===== config.mk =====
export PLATFORM = sky130hd
export DESIGN_NAME = fm_audio_decim
export DESIGN_NICKNAME = d
export VERILOG_FILES = /design/src/rtl/fm_audio_decim.sv
export SDC_FILE = /design/constraint.sdc
export NUM_CORES = 1
export LEC_CHECK = 0
export ABC_AREA = 1
export CORE_MARGIN = 4
export CORE_UTILIZATION = 55
export DETAILED_ROUTE_END_ITERATION = 8
export GPL_TIMING_DRIVEN = 0
export MAX_ROUTING_LAYER = met4
export PLACE_DENSITY = 0.85
export SYNTH_ARGS = -nofsm -noshare
export SYNTH_HDL_FRONTEND = slang
export SYNTH_SLANG_ARGS = --single-unit

===== constraint.sdc =====
create_clock -name clk -period 5.4 [get_ports clk]
set_clock_uncertainty 0.05 [all_clocks]
set_input_delay 1.08 -clock clk [delete_from_list [all_inputs] [get_ports clk]]
set_output_delay 1.08 -clock clk [all_outputs]
set_load 0.01 [all_outputs]

===== src/rtl/fm_audio_decim.sv =====
// Decimating audio back-end: boxcar average over 2^DECIM_LOG2 discriminator
// samples, leaky DC blocker, saturation to 10-bit offset binary, and a
// one-entry valid/ready output register with a sticky overrun flag.
module fm_audio_decim #(
  parameter int unsigned DECIM_LOG2 = 4,
  parameter int unsigned DC_SHIFT   = 6
) (
  input  logic       clk,
  input  logic       rstn,
  input  logic       in_valid,
  input  logic [9:0] din,
  input  logic       clr,
  input  logic       dc_bypass,
  input  logic       out_ready,
  output logic       out_valid,
  output logic [9:0] dout,
  output logic       overrun,
  input  logic       clr_overrun
);

  localparam int unsigned SW  = 10;
  localparam int unsigned AW  = SW + DECIM_LOG2;
  localparam int unsigned YW  = 11;
  localparam int unsigned DCW = YW + DC_SHIFT;

  logic signed [SW-1:0]   s;
  logic [DECIM_LOG2-1:0]  cnt;
  logic signed [AW-1:0]   acc;
  logic signed [AW-1:0]   acc_sum_c;
  logic signed [SW-1:0]   avg_reg;
  logic                   s1_valid;
  logic signed [DCW-1:0]  dc_acc;
  logic signed [YW-1:0]   avg_ext_c;
  logic signed [YW-1:0]   dc_c;
  logic signed [YW-1:0]   y_c;
  logic [SW-1:0]          ys_c;
  logic [SW-1:0]          res_c;
  logic                   load_c;
  logic                   drop_c;

  // Offset binary to two's complement: flipping the MSB subtracts 512.
  assign s = {~din[9], din[8:0]};

  // Running block sum including the current sample.
  always_comb begin
    acc_sum_c = acc + {{DECIM_LOG2{s[9]}}, s};
  end

  // Stage 1: accumulate N samples, dump the floor average on the last one.
  always_ff @(posedge clk or negedge rstn) begin
    if (!rstn) begin
      acc      <= '0;
      cnt      <= '0;
      avg_reg  <= '0;
      s1_valid <= 1'b0;
    end else if (clr) begin
      acc      <= '0;
      cnt      <= '0;
      s1_valid <= 1'b0;
    end else begin
      s1_valid <= 1'b0;
      if (in_valid) begin
        if (&cnt) begin
          avg_reg  <= SW'(acc_sum_c >>> DECIM_LOG2);
          acc      <= '0;
          cnt      <= '0;
          s1_valid <= 1'b1;
        end else begin
          acc <= acc_sum_c;
          cnt <= cnt + DECIM_LOG2'(1);
        end
      end
    end
  end

  // Stage 2 datapath: subtract tracked DC, saturate, back to offset binary.
  always_comb begin
    avg_ext_c = {avg_reg[SW-1], avg_reg};
    dc_c      = YW'(dc_acc >>> DC_SHIFT);
    y_c       = dc_bypass ? avg_ext_c : avg_ext_c - dc_c;
    if (y_c[YW-1] != y_c[YW-2]) begin
      ys_c = y_c[YW-1] ? 10'h200 : 10'h1ff;
    end else begin
      ys_c = y_c[SW-1:0];
    end
    res_c  = {~ys_c[SW-1], ys_c[SW-2:0]};
    load_c = s1_valid && !clr && (!out_valid || out_ready);
    drop_c = s1_valid && !clr && out_valid && !out_ready;
  end

  // DC tracker integrates the unsaturated output, even when bypassed or dropped.
  always_ff @(posedge clk or negedge rstn) begin
    if (!rstn) begin
      dc_acc <= '0;
    end else if (clr) begin
      dc_acc <= '0;
    end else if (s1_valid) begin
      dc_acc <= dc_acc + {{DC_SHIFT{y_c[YW-1]}}, y_c};
    end
  end

  // One-entry output register; a new result may reload on the transfer edge.
  always_ff @(posedge clk or negedge rstn) begin
    if (!rstn) begin
      out_valid <= 1'b0;
      dout      <= 10'd512;
    end else begin
      if (clr) begin
        out_valid <= 1'b0;
      end else if (load_c) begin
        out_valid <= 1'b1;
      end else if (out_ready) begin
        out_valid <= 1'b0;
      end
      if (load_c) begin
        dout <= res_c;
      end
    end
  end

  // Sticky overrun; a drop in the same cycle as clr_overrun wins.
  always_ff @(posedge clk or negedge rstn) begin
    if (!rstn) begin
      overrun <= 1'b0;
    end else if (drop_c) begin
      overrun <= 1'b1;
    end else if (clr_overrun) begin
      overrun <= 1'b0;
    end
  end

endmodule


After elaboration in Yosys (flattened, before gate mapping)
Cells that the tools add are included.

storage, ports and cells
  flip-flop bits (word level) = 58
  output and inout bits = 12
  input port bits = 17
  word-level logic and storage cells = 49

operators by class
  reduce and logical (&&, ||, !) cells = 14
  mux-type cells = 19
  bitwise logic cells = 3
  add/sub/neg operators = 4
  equality and inequality tests = 1

operators with widths
  operator                                                       count
  14-bit two-way mux                                             3
  17-bit two-way mux                                             2
  10-bit two-way mux                                             2
  17-bit adder                                                   1
  14-bit adder                                                   1
  4-bit two-way mux                                              3
  11-bit two-way mux                                             1
  10-bit by 11-bit subtractor with 11-bit output                 1
  1-bit two-way mux                                              8
  6-bit AND reduction                                            1
  2-bit nonzero test                                             3
  4-bit by 1-bit adder with 4-bit output, second input constant  1
  1-bit logical AND                                              4
  4-bit AND reduction                                            1
  1-bit zero test                                                3
  1-bit NOT                                                      3
  3-bit nonzero test                                             1
  1-bit logical OR                                               1
  1-bit != test                                                  1

Logic depth before layout (Yosys ltp)
  word-level depth = 5
  mapped depth = 22
  gate-level depth less buffers = 22

Least setup slack after synthesis
No wires, ideal clock.

  kind = input -> register
  start = input port dc_bypass
  end = register dc_acc[10]
  slack = 2198 ps
  library setup time = 126 ps
  arrival time = 3026 ps
  stages = 14
  buffers on the path = 1
  data required time = 5224 ps
  cell sequence = clkbuf_1 -> o21ai_0 -> ha_1 -> inv_1 -> fa_1 -> inv_1 -> nand3_1 -> nand2_1 -> a21oi_1 -> nor2_1 -> o21ai_0 -> or2_2 -> nand3_1 -> o21ai_0

between the ends
  longest elaborated chain between the ends = 4

RTL lines
  what                  line  source
  start, declared       13    input logic dc_bypass,
  11-bit two-way mux    80    y_c = dc_bypass ? avg_ext_c : avg_ext_c - dc_c;
  17-bit adder          98    dc_acc <= dc_acc + {{DC_SHIFT{y_c[YW-1]}}, y_c};
  17-bit two-way mux    97    end else if (s1_valid) begin
  17-bit two-way mux    95    end else if (clr) begin
  end signal, assigned  98
  end, declared         32    logic signed [DCW-1:0] dc_acc;

Every way passes these cells. The select of a mux whose other input is x is not followed.
A chain may end at the register's enable or synchronous reset.

Final worst setup path
Ends and elaborated chain as after synthesis.

==> impl_results.md <==
- Critical R2R Launch: avg_reg[0]$_DFFE_PN0P_
- Cell with the most instances after synthesis: nand2_1
- Critical path cell sequence: clkdlybuf4s50_1 > clkbuf_1 > nand2_1 > o21ai_0 > ha_1 > inv_1 > fa_1 > inv_1 > nand3_1 > nand2_1 > a21oi_1 > nor2_1 > o21ai_0 > or2_2 > nand3_1 > o21ai_0
- CP max stage delay: 0.64 ns
- Adder and majority gate portion of the synthesized area: 12.9%
- Worst Path Required: 5.56 ns
- Multiplexer share of the synthesized area: less than 1%
- Slew @ Worst Pin: 0.572 ns
- Root buf cell: clkbuf_8
- Syn Nets: 631
- Clock transition at path regs: 0.06 ns
- Outcome: complete, no violations
- Maxcap violations: 0
- Post-synthesis compound-gate area fraction: 19.1%
- Critical Path Source: dc_bypass
- HP Class: reg -> reg
- Hold buffer count at CTS: 0
- Setup_tns: 0 ns
- Sequential share of the synthesized area: about 33%
- Startpoint Class: input port
- P per Cell Area: 240 mW/mm^2
- Max-slew violation count: 0
- Via count: about 3900
- Layout cells sized above 1: 9.76%
- Dpl hpwl: 7800 um
- Drc violations: 0
- Die W: 97.0 um
- Io pins: 29
- Initial DRC count: 210
- Yosys warning total: 0
- Minimum clock period after layout: 4.14 ns
- Initial Util: 56.3%
- Synth area leaders: dfrtp_1 (33%), ha_1 (11%), nand2_1 (11%)
- Largest regs: dc_acc: 17 flops, acc: 14 flops
- Crit-path slowest cell: clkdlybuf4s50_1
- Max reg flops: 17
- Total core area: 0.00773 mm^2
- HP Start: acc[11]$_DFFE_PN0P_
- Most frequent CP cell: o21ai_0
- Post CTS Setup Buffer Count: 0
- Multi-input gate area: roughly 0.0026 mm^2
- Async set or reset register ratio after synthesis: 100%
- Synth top area share: between 30% and 40%
- Final worst path period share: 76.6%
- Die span in y: 97.0 um
- Final hold vios: 0
- Yosys top cell by area: dfrtp_1
- Global-route wire length before repair: about 18000 um
- VDD IR max: 0.185 mV
- Number of synthesized flops with an enable pin: 0
- CTS tree: built
- CTS resizes: 0
- H-tree levels: 3
- Diodes inserted: 0
- Vias in the first global route: around 4000
- Syn-to-layout area delta: 14.4%
- Crit path capture type: flip-flop
- Critical path arrival: 4.30 ns
- Final wirelength: around 10000 um
- Pleak: 2.50 nW
- FILL cells: 671
- Total grt overflow: 0
- Worst path bufs/invs: 4
- Largest Register: dc_acc
- Crit path max fanout: 10
- Vias per Instance: between 5 and 6
- Post-DRT Antenna Nets: 0
- Final GP Congestion: 0.930
- Worst-Skew Late Latency: 0.34 ns
- Post-synthesis cell count: 571
- Clock buffer depth: 2
- Critical path's top delay family: buffers and inverters
- F_max: between 200 and 250 MHz
- Die area: approximately 0.0094 mm^2
- Gr usage total: 23.2%
- Register area: 0.00145 mm^2
- Main combinational cell family by area after synthesis: simple AND/OR/NAND/NOR gates
- Rel. slew slack: 61.4%
- Mapped Area: 0.00435 mm^2
- Top_reg_cell synth: dfrtp_1
- Fin area: between 0.004 and 0.005 mm^2
- Largest net degree at the start of global routing: 40
- CTS Sinks: 58
- Xor-xnor portion of the synthesized cell area: 3.22%
- Drt first pass iters: 5
- Top cells by count, synth: nand2_1 (124), inv_1 (76), dfrtp_1 (57)
- RSZ-0062 raised after global routing: false
- Simple-gate portion of the synthesized area: 23.5%
- Initial antenna violation count: 0
- # setup viols final: 0
- Distinct cells, synth: 43
- Final #Nets: 671
- DR WL/cell: 14.1 um
- Syn_area_per_cell: 7.63 um^2
- Row cnt: 32
- Final core occ: 64.5%
- Crit path kind: in -> reg
- Post-DP Area: 0.00478 mm^2
- CTS buffer count: 9
- Yosys reg bits: 58
- Port Buffers: 28
## stage by stage
stage          setup WS [ns]  instances  hold slack, ns  power (mW)
2_1_floorplan           2.20        571           0.403       0.693
4_1_cts                 1.34        717           0.450        1.20
3_5_place_dp            1.02        702           0.434       0.782
6_report                1.26        717           0.445        1.19
5_1_grt                 1.02        717           0.468        1.27
3_3_place_gp            1.12        701           0.418       0.769
## cell families (layout without fill, tap and decap cells)
group           after synthesis  after routing
compound gates              141            141
xor+xnor                     16             16
fa+ha+maj                    43             43
buf+inv                      85            129
flops                        58             58
mux                           1              1
simple gates                227            227
## path summary, 6_finish.rpt
kind | endpoint | slack (ns) | cells past startpoint
setup / recovery | dc_acc[10]$_DFFE_PN0P_ | 1.26 | 16
hold / removal | acc[11]$_DFFE_PN0P_ | 0.45 | 2
setup reg to reg | dc_acc[10]$_DFFE_PN0P_ | 2.00 | 15
hold reg to reg | acc[11]$_DFFE_PN0P_ | 0.45 | 2
max in group asynchronous | avg_reg[5]$_DFFE_PN0P_ | 4.07 | 2
min in group asynchronous | dc_acc[1]$_DFFE_PN0P_ | 0.65 | 1
## layer usage
layer | vias to the layer above | wire length [um] | global-route usage (%)
met3 | 20 | 588 | 5.98
li1 | 1981 | - | -
met2 | 104 | 5080 | 39.3
met5 | - | 0 | -
met1 | 1831 | 4210 | 26.9
met4 | 0 | 241 | 7.45
## layout by cell type, fill, tap and decap left out, types with 12 or more instances in the layout
cell type,Yosys,routed
inv_1,76,76
clkdlybuf4s50_1,0,27
nor2_1,34,34
clkbuf_8,0,12
nand2_1,124,124
ha_1,40,40
nand2_2,13,13
o21ai_0,54,54
a21oi_1,42,42
dfrtp_1,57,57
nand3_1,34,34
## power by group
| group | total [mW] | internal (mW) | switching [mW] |
|---|---|---|---|
| combinational | 0.301 | 0.115 | 0.186 |
| clock | 0.417 | 0.248 | 0.169 |
| sequential | 0.477 | 0.460 | 0.0167 |
## tightest hold or removal path: cells and delay by family (launching register included)
kind	cells	cell delay, ns
flip-flops	1	0.35
AND/OR/NAND/NOR	2	0.12
## layout make-up
cell class	count	share of cell area (%)
Clock inverter	2	0.703
Buffer	6	0.628
Timing Repair Buffer	29	5.93
Tap cell	102	2.56
Inverter	79	6.05
Clock buffer	13	3.39
Sequential cell	58	29.2
Multi-Input combinational cell	428	51.6
Note: power is estimated with default switching activity, not from simulation.
